==> src/rtl/div_pkg.sv <==
// Shared constants for the repeated-subtraction divider datapath and its controller bench.
package div_pkg;

  localparam int WIDTH_DEFAULT = 8;
  localparam int WIDTH_MIN     = 2;
  localparam int WIDTH_MAX     = 16;

  // Quotient reported for a divide by zero; slice the low WIDTH bits for narrower builds.
  localparam logic [WIDTH_MAX-1:0] DBZ_QUOTIENT = '1;

endpackage

==> src/rtl/div_sub_stage.sv <==
// Combinational compare/subtract step of the divider: flags rem < div and forms rem - div.
module div_sub_stage
  import div_pkg::*;
#(
  parameter int WIDTH = WIDTH_DEFAULT
) (
  input  logic [WIDTH-1:0] rem,
  input  logic [WIDTH-1:0] div,
  output logic             lt,
  output logic [WIDTH-1:0] diff
);

  assign lt   = (rem < div);
  assign diff = rem - div;

endmodule

==> src/rtl/div_dp.sv <==
// Repeated-subtraction divider datapath driven by an external controller (start/zero/do_iter/ready).
// Optional macro DIV_DP_CYCCNT_EN adds a 16-bit busy-cycle counter output cyc_cnt.
module div_dp
  import div_pkg::*;
#(
  parameter int WIDTH = WIDTH_DEFAULT
) (
  input  logic             clk,
  input  logic             rst_n,
  input  logic             start,
  input  logic [WIDTH-1:0] dividend,
  input  logic [WIDTH-1:0] divisor,
  input  logic             do_iter,
  input  logic             ready,
  output logic             zero,
  output logic [WIDTH-1:0] quotient,
  output logic [WIDTH-1:0] remainder,
  output logic             res_valid,
  output logic             dbz_err,
`ifdef DIV_DP_CYCCNT_EN
  output logic [15:0]      cyc_cnt,
`endif
  output logic             busy
);

  logic [WIDTH-1:0] rem;
  logic [WIDTH-1:0] div;
  logic [WIDTH-1:0] q;
  logic [WIDTH-1:0] diff;
  logic             lt;
  logic             div_zero;

  div_sub_stage #(.WIDTH(WIDTH)) u_sub (
    .rem  (rem),
    .div  (div),
    .lt   (lt),
    .diff (diff)
  );

  assign div_zero = (div == '0);
  assign zero     = busy & (lt | div_zero);

  // Subtracting only while rem >= div keeps q bounded by the dividend, so q cannot wrap.
  always_ff @(posedge clk or negedge rst_n) begin
    if (!rst_n) begin
      busy      <= 1'b0;
      rem       <= '0;
      div       <= '0;
      q         <= '0;
      quotient  <= '0;
      remainder <= '0;
      res_valid <= 1'b0;
      dbz_err   <= 1'b0;
    end else begin
      res_valid <= 1'b0;
      if (!busy) begin
        if (start) begin
          rem  <= dividend;
          div  <= divisor;
          q    <= '0;
          busy <= 1'b1;
        end
      end else if (ready) begin
        quotient  <= div_zero ? DBZ_QUOTIENT[WIDTH-1:0] : q;
        remainder <= rem;
        dbz_err   <= div_zero;
        res_valid <= 1'b1;
        busy      <= 1'b0;
      end else if (do_iter && !zero) begin
        rem <= diff;
        q   <= q + WIDTH'(1);
      end
    end
  end

`ifdef DIV_DP_CYCCNT_EN
  // Saturates rather than wrapping for very long wide-operand divisions.
  always_ff @(posedge clk or negedge rst_n) begin
    if (!rst_n) begin
      cyc_cnt <= '0;
    end else if (!busy && start) begin
      cyc_cnt <= '0;
    end else if (busy && (cyc_cnt != 16'hFFFF)) begin
      cyc_cnt <= cyc_cnt + 16'd1;
    end
  end
`endif

endmodule

==> config.mk <==
export PLATFORM = sky130hd
export DESIGN_NAME = div_dp
export DESIGN_NICKNAME = d
export VERILOG_FILES = /design/src/rtl/div_pkg.sv /design/src/rtl/div_sub_stage.sv /design/src/rtl/div_dp.sv
export SDC_FILE = /design/constraint.sdc
export NUM_CORES = 1
export LEC_CHECK = 0
export CAP_MARGIN = 15
export CORE_MARGIN = 4
export CORE_UTILIZATION = 47
export CTS_CLUSTER_DIAMETER = 120
export DETAILED_ROUTE_END_ITERATION = 16
export HOLD_SLACK_MARGIN = 0.15
export PLACE_DENSITY = 0.75
export SLEW_MARGIN = 20
export SYNTH_ARGS = -nofsm -noshare
export SYNTH_HDL_FRONTEND = slang
export SYNTH_SLANG_ARGS = --single-unit
==> constraint.sdc <==
create_clock -name clk -period 2 [get_ports clk]
set_input_delay 0.4 -clock clk [delete_from_list [all_inputs] [get_ports clk]]
set_output_delay 0.4 -clock clk [all_outputs]
set_load 0.03 [all_outputs]
### Word-level counts from Yosys, hierarchy flattened

Cells that the tools add are included.

| operators by class | value |
|---|---|
| add/subtract/negate cells | 2 |
| order comparisons | 1 |
| equal/unequal tests | 2 |
| mux-type cells | 14 |
| bitwise operators | 3 |
| reductions and logical operators | 7 |

Operators by type and width:

| cell | number |
|---|---|
| $mux W8 | 9 |
| $add A8 B1 Y8 const B | 1 |
| $logic_not A8 Y1 | 1 |
| $lt A8 B8 Y1 | 1 |
| $sub A8 B8 Y8 | 1 |
| $mux W1 | 5 |
| $reduce_and A2 Y1 | 2 |
| $reduce_and A3 Y1 | 1 |
| $ne A2 B1 Y1 const B | 1 |
| $ne A2 B2 Y1 const B | 1 |
| $reduce_bool A2 Y1 | 1 |
| $and A1 B1 Y1 | 1 |
| $logic_and A1 B1 Y1 | 1 |
| $logic_not A1 Y1 | 1 |
| $not A1 Y1 | 1 |
| $or A1 B1 Y1 | 1 |

| storage, ports and cells | value |
|---|---|
| flip-flop bits (word level) | 43 |
| output and inout port bits | 20 |
| logic and storage cells | 37 |

### Logic depth before layout (Yosys ltp)

Gate-level depths: netlist of the first run.

| depth | value |
|---|---|
| word-level depth | 8 |
| mapped depth | 9 |

### Cells and area by module

Synthesis of the first run repeated with hierarchy kept, for this count alone.

| second synthesis, totals | value |
|---|---|
| cells, all modules | 216 |
| area, all modules | 2279.7 µm² |

Modules (own cells, without submodules):

| module | instances | cells an instance | area an instance (µm²) | sequential area each (µm²) |
|---|---|---|---|---|
| div_dp | 1 | 171 | 1943.1 | 1076.0 |
| div_sub_stage | 1 | 45 | 336.6 | 0.0 |

### Least setup slack after synthesis of the first run

OpenSTA, ideal clock, no wires.

| timing | value |
|---|---|
| path type | register to register |
| start point | register rem[0] |
| end point | register q[7] |
| arrival | 2.037 ns |
| path slack | -0.161 ns |
| stages on the path, launching flop included | 9 |
| clock period less this slack | 2.161 ns |
| path through | dfrtp_1 inv_1 ha_1 fa_1 nor2b_4 o31a_4 o211ai_4 o311a_1 a211o_1 |

| on the way | value |
|---|---|
| longest elaborated chain between the ends | 7 |

Ends and longest elaborated chain:

| element | RTL line | text |
|---|---|---|
| start, declared | div_dp.sv:26 | `logic [WIDTH-1:0] rem;` |
| start signal, assigned | div_dp.sv:58 | `rem <= dividend;` |
| start signal, assigned | div_dp.sv:70 | `rem <= diff;` |
| $lt A8 B8 Y1 | div_sub_stage.sv:13 | `assign lt = (rem < div);` |
| $or A1 B1 Y1 | div_dp.sv:41 | `assign zero = busy & (lt \| div_zero);` |
| $and A1 B1 Y1 | div_dp.sv:41 |  |
| $logic_not A1 Y1 | div_dp.sv:69 | `end else if (do_iter && !zero) begin` |
| $logic_and A1 B1 Y1 | div_dp.sv:69 |  |
| $ne A2 B1 Y1 (no line) | -- |  |
| $reduce_and A3 Y1 (no line) | -- |  |
| end signal, assigned | div_dp.sv:71 | `q <= q + WIDTH'(1);` |
| end, declared | div_dp.sv:28 | `logic [WIDTH-1:0] q;` |

Every way passes these cells.
A chain may end at the register's enable or synchronous reset.

### Final worst setup path of the first run

| timing | value |
|---|---|
| start point | register div[7] |
| end point | output port zero |

| on the way | value |
|---|---|
| longest elaborated chain between the ends | 3 |

Ends and longest elaborated chain:

| element | RTL line | text |
|---|---|---|
| start, declared | div_dp.sv:27 | `logic [WIDTH-1:0] div;` |
| start signal, assigned | div_dp.sv:59 | `div <= divisor;` |
| $lt A8 B8 Y1 / $logic_not A8 Y1 (equally long branches) | div_sub_stage.sv:13, div_dp.sv:40 |  |
| $or A1 B1 Y1 * | div_dp.sv:41 |  |
| $and A1 B1 Y1 * | div_dp.sv:41 |  |
| end, declared | div_dp.sv:15 | `output logic zero,` |

Mark *: on every way between the ends. The rest lies on a longest branch, timed or not.

==> flow_summary.yaml, run 1 <==
sta:
  slew_headroom_pct: 62.6
  fin_setup_tns_ns: -3.90
  setup_viol: 16
  fin_crit_sh_pct: 121
  fmaxAchievable_mhz: 414
  worst_pin_slew_ns: 0.561
  fin_crit_ns: 2.42
  grt_setup_unrepaired: "true"
  finalMaxSlewViolations: 0
  final.setup.worst_slack_ns: -0.417
  fin_hold_ws_ns: 0.171
  fin_skew_ns: 0.00414
  hold_viol: 0
worst_setup_path:
  critPathRequiredTime_ns: 1.60
  reg2regPathDepth: 11
  crit_end: "zero"
  regToRegSetupSlack_ns: -0.34
  end_kind: "primary output"
  worstSetupStartpoint: "div[7]"
  critical_path.max_fanout: 2
  worstPathArrival_ns: 2.02
  path_cells: "inv_2 -> ha_4 -> a2111o_1 -> o211ai_1 -> and2_4 -> buf_6"
  max_stage_delay_ns: 0.46
  crit_slowest_cell: "a2111o_1"
  timing.rr.end: "rem[7]"
  r2r-start: "rem[0]"
  startpoint_type: "register"
  critPathKind: "reg2out"
synthesis:
  yosys.area.top_type: "dfrtp_1"
  synth_flop_cell: "dfrtp_1"
  synth_edf_count: 0
  ys_seq_area_share_pct: 46.7
  synth_seq_cells: 43
  async_flop_share_pct: 100
  synth_area_leaders: "dfrtp_1 (47%), nand2_1 (6.8%), ha_1 (4.9%)"
  ys_types: 50
  synth_top_area_share_pct: 46.7
  syn_nets: 264
  synth_cells: 233
  syn_avg_cell_area_um2: 9.89
  ys_warn_count: 0
  syn-cell-area_um2: 2300
power:
  leakagePower_nw: 1.63
  p_per_area_nw_per_um2: 1500
  vdd_drop_max_uv: 823
drt:
  drt_iter0_drc: 205
  vias_per_cell: 5.67
  wl_met2_um: 3310
  dr_wl_met3_um: 472
  routed_wl_um: 6760
  drt_first_pass_iters: 4
  ant_nets: 0
  wire_per_inst_um: 17.1
  num_vias: 2244
  drcViolationCount: 0
  wl_met1_um: 2730
  top_layer_used: "met4"
placed_design:
  placed_cell_area_um2: 3050
  gp_congestion: 0.899
  place_ws_ns: -0.210
  portBuffers: 40
  dp_hpwl_um: 4170
flow_run:
  max-cap-violations: 0
final_layout:
  layout-drive-gt1-share_pct: 30.1
  multi_input_area_um2: 1300
  antenna_cells: 0
  mostFrequentLayoutCells: "buf_4 (45), dfrtp_1 (43), nand2_1 (42), clkdlybuf4s50_1 (38), o21ai_0 (15)"
  finalNetCount: 359
  fin_area_um2: 3490
  syn_to_final_growth_pct: 51.2
  regArea_um2: 1080
  fill_cells: 332
  final_common_cell: "buf_4"
global_route:
  antenna_found_initial: 0
  grt_pass1_vias: 2101
  track_usage_pct: 21.6
  grt_max_degree: 44
  grt_pass1_wl_um: 10300
  grt_overflow: 0
die:
  num_io_pins: 41
  dieWidth_um: 78.0
  rows: 25
  die_y_um: 78.0
  start_util_pct: 48.8
  coreArea_um2: 4720
  dieArea_um2: 6090
clocking:
  cts_tree: "yes"
  clock_sinks: 43
  h-tree-depth: 2
  cts_buffer_depth: 2
  cts_root_buf: "clkbuf_8"
  hold_buffers: 0
  insertion_delay_ns: 0.30
  numCtsBuffers: 5
  path_clk_slew_ns: 0.08
min_path:
  hp-class: "in2async"
status:
  violations: "setup timing"
  status: "finished, violations left"
==> cells by family after synthesis <==
logic type               Yosys count  share of synthesized area (%)
adder cells (fa/ha/maj)           10                           5.75
XOR/XNOR                           2                          0.760
multiplexers                       6                           2.82
flip-flops                        43                           46.7
AO/OA/AOI/OAI                     67                           22.2
buffers and inverters             20                           4.18
AND/OR/NAND/NOR                   85                           17.6
==> per-stage QoR <==
stage / util [%] / instances / total power [mW]
final: 73.8 / 396 / 5.22
after global routing: 73.8 / 396 / 5.52
after CTS: 70.1 / 389 / 4.81
after detailed placement: 64.5 / 373 / 3.80
after global placement: 64.5 / 373 / 3.73
after floorplan: - / 233 / 2.80
==> layer usage <==
layer | vias up | GRT usage [%]
met5 | - | 0
met1 | 1080 | 28.7
met3 | 19 | 4.01
met4 | 0 | 7.34
met2 | 106 | 35.5
li1 | 1039 | -
==> what timing repair did <==
item,CTS,global route
pin swaps,7,14
gates resized for setup,12,25
setup buffers,7,8
gates cloned,1,0
endpoints found under the setup margin,17,17
==> critical path: cells and delay by family (launching register included) <==
family | cells | cell delay [ns]
compound gates | 2 | 0.71
flops | 1 | 0.40
buf+inv | 2 | 0.22
fa+ha+maj | 1 | 0.20
simple gates | 1 | 0.20
==> area by class of cell <==
class,count,area share (%)
inverter,12,1.29
multi-input combinational,171,37.3
timing repair buffer,95,24.3
clock inverter,2,1.72
clock buffer,6,2.08
sequential,43,30.9
tap,67,2.40
==> power breakdown <==
group	internal [mW]	leakage, nW	switching [mW]
clock	0.499	0.0654	0.305
sequential	1.13	0.535	0.193
combinational	1.48	1.03	1.62
==> Yosys cell counts (all sizes together) (3+ instances only) <==
library cell,count
o211ai,4
o211a,4
nand3,7
inv,12
o22a,8
ha,9
nor4,4
mux2,4
nand2,43
o21ai,17
buf,5
nor2,10
o21a,4
nor2b,3
clkbuf,3
dfrtp,43
nor3,7
a21oi,10
a211o,6
a211oi,3
==> sequential cells by signal (all words and copies together) (netlist names) <==
register   count
dbz_err        1
res_valid      1
div            8
quotient       8
busy           1
q              8
remainder      8
rem            8
==> worst min-delay path by stage <==
stage / from / endpoint / slack (ns)
detailed placement: remainder[4] / remainder[4] / 0.46
CTS: rst_n / div[5] / 0.19
global route: rst_n / q[4] / 0.22
floorplan: rst_n / busy / 0.10
finish: rst_n / q[4] / 0.17
global placement: remainder[7] / remainder[7] / 0.46
Power figures use the tool's default switching activity.
==> run 2: changes to the inputs <==
--- a/config.mk
+++ b/config.mk
@@ -6,12 +6,14 @@
 export NUM_CORES = 1
 export LEC_CHECK = 0
 export CAP_MARGIN = 15
+export CORE_ASPECT_RATIO = 2
 export CORE_MARGIN = 4
 export CORE_UTILIZATION = 47
 export CTS_CLUSTER_DIAMETER = 120
 export DETAILED_ROUTE_END_ITERATION = 16
 export HOLD_SLACK_MARGIN = 0.15
 export PLACE_DENSITY = 0.75
+export SKIP_CTS_REPAIR_TIMING = 1
 export SLEW_MARGIN = 20
 export SYNTH_ARGS = -nofsm -noshare
 export SYNTH_HDL_FRONTEND = slang
==> run 2 against run 1 <==
  * The flow still finishes with violations (setup timing)
  * Die area up 1.1%
  * Hold slack worse by 0.011 ns
  * Sequential share of layout area rose by 2.1 points
  * Critical path type unchanged
  * Highest routed layer unchanged
==> flow_summary.yaml, run 2 (synthesis gave the netlist of run 1 again) <==
worst_setup_path:
  critical_path.max_fanout: 3
  path_cells: "inv_2 -> ha_4 -> fa_2 -> nor2b_4 -> o31a_4 -> o211ai_1 -> and2_4 -> buf_6"
  end_kind: "primary output"
  crit_slowest_cell: "dfrtp_1"
  worstPathArrival_ns: 1.93
  critPathRequiredTime_ns: 1.60
  reg2regPathDepth: 8
  cp_num_cells: 8
  critical_path_buf_inv_count: 2
  crit_family: "compound AO/OA/AOI/OAI gates"
  max_stage_delay_ns: 0.40
  critPathKind: "reg2out"
  startpoint_type: "register"
status:
  status: "finished, violations left"
  violations: "setup timing"
power:
  p_per_area_nw_per_um2: 1460
  leakagePower_nw: 1.56
  vdd_drop_max_uv: 1120
clocking:
  insertion_delay_ns: 0.30
  cts_tree: "yes"
  cts_buffer_depth: 2
  cts_root_buf: "clkbuf_8"
  numCtsBuffers: 5
  clock_sinks: 43
  h-tree-depth: 2
  path_clk_slew_ns: 0.09
placed_design:
  gp_congestion: 0.842
  placed_cell_area_um2: 3020
  portBuffers: 40
  post-place-cells: 359
  dp_hpwl_um: 4550
sta:
  fin_skew_ns: 0.00688
  worst_pin_slew_ns: 0.547
  setup_viol: 16
  grt_setup_unrepaired: "true"
  hold_viol: 0
  slew_headroom_pct: 63.5
  final.setup.worst_slack_ns: -0.328
  fin_crit_sh_pct: 116
  fin_crit_ns: 2.33
  finalMaxSlewViolations: 0
  fmaxAchievable_mhz: 430
final_layout:
  antenna_cells: 0
  final_core_util_pct: 69.7
  final_common_cell: "dfrtp_1"
  fin_area_um2: 3270
  finalNetCount: 347
  regArea_um2: 1080
  syn_to_final_growth_pct: 41.8
  layout-drive-gt1-share_pct: 24.6
  mostFrequentLayoutCells: "dfrtp_1 (43), nand2_1 (42), buf_4 (39), clkdlybuf4s50_1 (38), o21ai_0 (15)"
  multi_input_area_um2: 1230
  fill_cells: 358
  stdcell_count: 372
drt:
  vias_per_cell: 5.63
  drcViolationCount: 0
  num_vias: 2096
  wire_per_inst_um: 16.8
  routed_wl_um: 6250
  drt_iter0_drc: 55
  ant_nets: 0
  drt_first_pass_iters: 4
global_route:
  grt_pass1_wl_um: 9850
  track_usage_pct: 21.2
  grt_max_degree: 44
  grt_overflow: 0
  grt_pass1_vias: 2117
  antenna_found_initial: 0
min_path:
  hp-class: "in2async"
die:
  num_io_pins: 41
  die_y_um: 107
  rows: 35
  dieWidth_um: 57.5
  dieArea_um2: 6160
  start_util_pct: 49.2
  coreArea_um2: 4690
flow_run:
  max-cap-violations: 0
[run 2: cell types whose count changed in the layout (fill, tap and decap cells not counted), moves of 3 or more]
cell     previous run  this run
buf_6              11         5
nand3_1             4         7
nor3_1              4         7
nor3_2              3         0
nand3_2             3         0
buf_4              45        39
[run 2: stage by stage]
step	worst slack [ns]	hold WS (ns)	setup TNS [ns]	power, mW
finish	-0.328	0.160	-2.05	4.77
global route	-0.406	0.199	-3.17	5.10
CTS	-0.478	0.176	-2.37	4.54
detailed placement	-0.147	0.463	-1.68	3.83
global placement	-0.125	0.465	-1.24	3.78
floorplan	-0.0659	0.104	-0.322	2.80
[run 2: path summary, 6_finish.rpt]
kind	start	to	slack, ns
min in group clk	remainder[3]	remainder[3]	0.48
hold / removal	rst_n	quotient[5]	0.16
setup reg to reg	div[0]	q[7]	-0.22
max in group asynchronous	rst_n	rem[6]	1.46
setup / recovery	rem[0]	zero	-0.33
hold reg to reg	remainder[3]	remainder[3]	0.48
[run 2: routing by layer]
| metal | part of all wire (%) | wire length, um | global-route usage, % |
|---|---|---|---|
| met1 | 35 | 2180 | 21.5 |
| met2 | 55 | 3420 | 37.6 |
| met3 | 3.9 | 244 | 3.86 |
| met4 | 6.4 | 402 | 14.3 |
| met5 | 0 | 0 | 0 |
[run 2: cell type report]
cell class	instances	share of cell area [%]
clock buffers	5	2.11
well taps	55	2.11
multi-input cells	171	37.7
clock inverters	3	1.34
flip-flops and latches	43	32.9
repair buffers	83	22.5
inverters	12	1.38
[run 2: report_power, final]
part / leakage, nW / total, mW / internal, mW / switching [mW]
Clock: 0.0581 / 0.681 / 0.372 / 0.310
Sequential: 0.535 / 1.31 / 1.13 / 0.184
Combinational: 0.963 / 2.78 / 1.34 / 1.44
Total: 1.56 / 4.77 / 2.84 / 1.93
